==> config.mk <==
export PLATFORM = sky130hd
export DESIGN_NAME = mem_ctrl
export DESIGN_NICKNAME = d
export VERILOG_FILES = /design/src/rtl/mem_ctrl.sv
export SDC_FILE = /design/constraint.sdc
export NUM_CORES = 1
export LEC_CHECK = 0
export ABC_AREA = 1
export BUFFER_PORTS_ARGS = -buffer_cell sky130_fd_sc_hd__buf_2
export CAP_MARGIN = 20
export CORE_MARGIN = 3
export CORE_UTILIZATION = 41
export DETAILED_ROUTE_END_ITERATION = 6
export PLACE_DENSITY_LB_ADDON = 0.25
export SYNTH_ARGS = -nofsm -noshare
export SYNTH_HDL_FRONTEND = slang
export SYNTH_SLANG_ARGS = --single-unit
==> constraint.sdc <==
create_clock -name clk -period 2.5 [get_ports clk]
set_input_delay 0.5 -clock clk [delete_from_list [all_inputs] [get_ports clk]]
set_output_delay 0.5 -clock clk [all_outputs]
set_load 0.01 [all_outputs]
==> src/rtl/mem_ctrl.sv <==
// rtl/mem_ctrl.sv - byte-serial memory controller with data/IF port arbitration
// Each request becomes N byte-wide accesses on a single-port synchronous RAM.
module mem_ctrl (
  input  logic        clk,
  input  logic        rst,
  input  logic        mem_require_i,
  input  logic        mem_wr_i,
  input  logic [31:0] mem_addr_i,
  input  logic [2:0]  mem_length_i,
  input  logic [31:0] mem_data_i,
  output logic        mem_busy_o,
  output logic        mem_enable_o,
  output logic [31:0] mem_data_o,
  input  logic        if_require_i,
  input  logic [31:0] if_addr_i,
  output logic        if_busy_o,
  output logic        if_enable_o,
  output logic [31:0] if_data_o,
  input  logic [7:0]  ram_din,
  output logic [7:0]  ram_dout,
  output logic [31:0] ram_a,
  output logic        ram_wr
);

  typedef enum logic [1:0] {IDLE, READ, WRITE, DONE} state_t;

  state_t      state;
  state_t      state_next;
  logic        owner_if;
  logic        is_write;
  logic [31:0] base;
  logic [31:0] wdata;
  logic [31:0] rbuf;
  logic [2:0]  len;
  logic [2:0]  idx;
  logic        len_ok;
  logic        grant_mem;
  logic        grant_if;
  logic [31:0] cur_addr;
  logic [1:0]  cap_sel;

  assign len_ok    = (mem_length_i == 3'b001) || (mem_length_i == 3'b010) ||
                     (mem_length_i == 3'b100);
  assign grant_mem = (state == IDLE) && mem_require_i && len_ok;
  assign grant_if  = (state == IDLE) && !grant_mem && if_require_i;
  assign cur_addr  = base + {29'd0, idx};
  // RAM data lags its address by one cycle, so index i carries byte i-1
  assign cap_sel   = idx[1:0] - 2'd1;

  always_ff @(posedge clk or negedge rst) begin
    if (!rst) begin
      state <= IDLE;
    end else begin
      state <= state_next;
    end
  end

  always_ff @(posedge clk or negedge rst) begin
    if (!rst) begin
      owner_if <= 1'b0;
      is_write <= 1'b0;
      base     <= 32'd0;
      len      <= 3'd0;
      idx      <= 3'd0;
      wdata    <= 32'd0;
      rbuf     <= 32'd0;
    end else if (grant_mem) begin
      owner_if <= 1'b0;
      is_write <= mem_wr_i;
      base     <= mem_addr_i;
      len      <= mem_length_i;
      idx      <= 3'd0;
      wdata    <= mem_data_i;
      rbuf     <= 32'd0;
    end else if (grant_if) begin
      owner_if <= 1'b1;
      is_write <= 1'b0;
      base     <= if_addr_i;
      len      <= 3'd4;
      idx      <= 3'd0;
      wdata    <= 32'd0;
      rbuf     <= 32'd0;
    end else if (state == READ) begin
      if (idx != 3'd0) begin
        rbuf[{cap_sel, 3'b000} +: 8] <= ram_din;
      end
      idx <= idx + 3'd1;
    end else if (state == WRITE) begin
      idx <= idx + 3'd1;
    end
  end

  always_comb begin
    state_next   = state;
    mem_busy_o   = 1'b1;
    if_busy_o    = 1'b1;
    mem_enable_o = 1'b0;
    mem_data_o   = 32'd0;
    if_enable_o  = 1'b0;
    if_data_o    = 32'd0;
    ram_a        = 32'd0;
    ram_dout     = 8'd0;
    ram_wr       = 1'b0;
    case (state)
      IDLE: begin
        mem_busy_o = 1'b0;
        if_busy_o  = 1'b0;
        if (grant_mem) begin
          state_next = mem_wr_i ? WRITE : READ;
        end else if (grant_if) begin
          state_next = READ;
        end
      end
      READ: begin
        if (idx < len) begin
          ram_a = cur_addr;
        end
        if (idx == len) begin
          state_next = DONE;
        end
      end
      WRITE: begin
        ram_a    = cur_addr;
        ram_wr   = 1'b1;
        ram_dout = wdata[{idx[1:0], 3'b000} +: 8];
        if (idx == len - 3'd1) begin
          state_next = DONE;
        end
      end
      DONE: begin
        state_next = IDLE;
        if (owner_if) begin
          if_enable_o = 1'b1;
          if_data_o   = rbuf;
        end else begin
          mem_enable_o = 1'b1;
          mem_data_o   = is_write ? 32'd0 : rbuf;
        end
      end
      default: state_next = IDLE;
    endcase
  end

endmodule

==> summary.txt <==
PwrDens: 1060 mW/mm^2
Most Crowded Layer GR: met2
RSZ-0062 raised after global routing: yes
Clk sinks: 106
Worst Hold Class: input port to asynchronous set/reset pin
Vias in the first global route: 6786
Sequential area share after synthesis: 39.8%
Vias: 7033
Worst Max-Slew Pin Slew: 0.531 ns
Worst-case clock buffer depth: 2
Crit end category: output port
Placer Congestion: 0.930
Met3 Use GR: 5.93%
Slew Viols, Final: 0
Setup CP Type: flip-flop to output port
Initial antenna violation count: 2
Dominant synthesized flop cell: dfrtp_1
Critical Path AT: 2.25 ns
Core Area: 0.0155 sq mm
Die Y: 134 um
Wire per inst: 15.6 um
N_diodes: 0
# DRC: 0
Family with the most delay on the worst path: adder cells
Std-Cell Rows: 45
PnR worst setup slack: -0.250 ns
Cell Area, Synth: 0.00667 sq mm
CP Max Fanout: 5
CP peak stage delay: 0.37 ns
Initial core utilization: 42.9%
First-pass iteration count of the detailed router: 6
Cell count after synthesis: 944
Port bufs: 220
Clk slew on worst S/H paths: 0.07 ns
Met2 Use GR: 40.9%
Total gr overflow: 0
Syn_area_per_cell: 7.07 sq um
Chip Width: 134 um
Min Hold Slack: 0.00384 ns
Fraction of layout cells with a size suffix above 1: 30.2%
Fill cells: 1573
Clk Latency, worst-skew pair: 0.36 ns
Final hold vios: 0
Asr flop ratio synth: 100%
Nets@finish: 1301
M1 GR Usage: 30.2%
Final Setup Violations: 32
Clock Tree Root: clkbuf_16
Overall routing resource usage: 23.8%
Die footprint: 0.0178 sq mm
Detailed router's first-iteration violation count: 432
Slowest-stage cell, CP: dfrtp_1
Post-Syn Nets: 1073
# H-tree levels: 3
Status: finished, violations left
CTS tree: built
Max Cap Viol: 0
Cts hold-fix bufs: 0
Req. time, crit path: 2.00 ns
First-pass GRT wire length: 34300 um
Largest net degree at the start of global routing: 65
Rel. slew slack: 64.6%
Final ANT Viol Nets: 0
Total I/O pin count: 221
Layout Skew: 0.00882 ns
Synth warn: 0
Fmax: 0.364 GHz
CP bufs+invs: 4
Startpoint types: flip-flop
Routed WL: 21700 um
Leak: 4.41 nW
Failing checks: setup timing
Peak supply drop: 528 uV
Cell variety after synth: 41
Period utilization: 110%
Worst path cell trace: ha_2 > inv_2 > fa_2 > inv_2 > nand2_4 > nand2_8 > nand2_4 > nor2_4 > buf_6 > nand3_2 > o211a_1 > buf_2
Post-synth EDFFs: 0
Detail Placement HPWL: 15800 um
Layout area overhead: 32.5%
DP Worst Slack: -0.0103 ns
Vias per std cell: 5.07
TritonCTS buffer count: 9
Synth Register Bits: 106
Final critical-path required period: 2.75 ns
cells in the mapped netlist, types with 3 or more instances:
cell type / number / area share, %
a211oi_1: 16 / 1.8
a21oi_1: 57 / 4.3
a22o_1: 16 / 2.1
buf_1: 3 / 0.17
buf_2: 13 / 0.98
buf_6: 7 / 1.2
clkbuf_1: 17 / 0.96
clkinv_1: 3 / 0.17
dfrtp_1: 106 / 40
ha_1: 16 / 3.0
inv_1: 119 / 6.7
inv_2: 3 / 0.17
nand2_1: 207 / 12
nand3_1: 64 / 4.8
nand4_1: 5 / 0.47
nor2_1: 168 / 9.5
nor3_1: 12 / 0.90
o211ai_1: 18 / 2.0
o211ai_2: 7 / 1.3
o21ai_0: 51 / 3.8
o21ai_1: 9 / 0.68
xor2_1: 3 / 0.39
routing by layer:
layer | vias up | part of all wire (%)
met2 | 247 | 49
li1 | 3497 | -
met5 | - | 0.097
met1 | 3249 | 43
met3 | 36 | 6.5
met4 | 4 | 1.4
cells in the final DEF, fill, tap and decap left out, types with 6 or more instances in the layout:
| master | n |
|---|---|
| a211oi_1 | 16 |
| a21oi_1 | 54 |
| a22o_1 | 16 |
| buf_2 | 218 |
| buf_4 | 29 |
| clkbuf_16 | 10 |
| dfrtp_1 | 106 |
| ha_1 | 12 |
| inv_1 | 115 |
| inv_2 | 7 |
| nand2_1 | 197 |
| nand2_2 | 7 |
| nand3_1 | 56 |
| nand3_2 | 8 |
| nor2_1 | 154 |
| nor2_2 | 11 |
| nor2_4 | 6 |
| nor3_2 | 7 |
| o211ai_1 | 18 |
| o211ai_2 | 7 |
| o21ai_0 | 48 |
| o21ai_1 | 11 |
area by class of cell:
| cell class | instances | area, sq um | area share (%) |
|---|---|---|---|
| clock buffer | 9 | 225 | 2.55 |
| clock inverter | 7 | 83.8 | 0.949 |
| inverter | 126 | 478 | 5.41 |
| multi-input combinational | 670 | 3610 | 40.9 |
| sequential | 106 | 2650 | 30.0 |
| tap | 211 | 264 | 2.99 |
| timing repair buffer | 259 | 1520 | 17.2 |
final timing paths:
check                                       from                     to  slack [ns]  depth (start not counted)
setup / recovery             base[0]$_DFFE_PN0P_              ram_a[14]       -0.25                         12
hold / removal                               rst    base[9]$_DFFE_PN0P_       0.004                          1
setup reg to reg              idx[0]$_DFFE_PN0P_   rbuf[17]$_DFFE_PN0P_        0.31                          8
hold reg to reg            wdata[31]$_DFFE_PN0P_  wdata[31]$_DFFE_PN0P_        0.50                          1
max in group asynchronous                    rst  wdata[11]$_DFFE_PN0P_        1.69                          2
min in group clk                  mem_data_i[22]  wdata[22]$_DFFE_PN0P_        0.35                          3
kinds of logic (layout without fill, tap and decap cells):
group / Yosys count / after routing / share of synthesized area (%)
compound gates: 181 / 181 / 17.0
xor+xnor: 4 / 4 / 0.525
fa+ha+maj: 17 / 17 / 3.30
buf+inv: 168 / 401 / 10.6
flops: 106 / 106 / 39.8
simple gates: 468 / 468 / 28.8
timing repair:
action,CTS,global route
gates cloned,1,1
setup endpoints to repair,31,33
gates resized for setup,54,34
setup buffers,5,5
pin swaps,12,11
state kept, by name (all words and copies together), names as in the netlist:
signal,flops
rbuf,32
base,32
len,3
wdata,32
state,2
idx,3
is_write,1
owner_if,1
per-stage QoR:
step / utilization, % / TNS (ns) / std cells / total power [mW] / area (sq um)
floorplan: - / 0 / 944 / 5.70 / 6670
CTS: 55.6 / -5.56 / 1383 / 9.11 / 8640
finish: 56.9 / -5.52 / 1388 / 9.32 / 8840
global route: 56.9 / -10.16 / 1388 / 10.1 / 8840
detailed placement: 51.9 / -0.0103 / 1361 / 7.18 / 8070
global placement: 51.9 / 0 / 1361 / 7.13 / 8070
power by group:
part	switching [mW]	total, mW	internal [mW]
Clock	0.703	1.50	0.797
Sequential	0.425	2.81	2.38
Combinational	3.10	5.02	1.92
No activity file was read; power rests on OpenSTA's default activity.
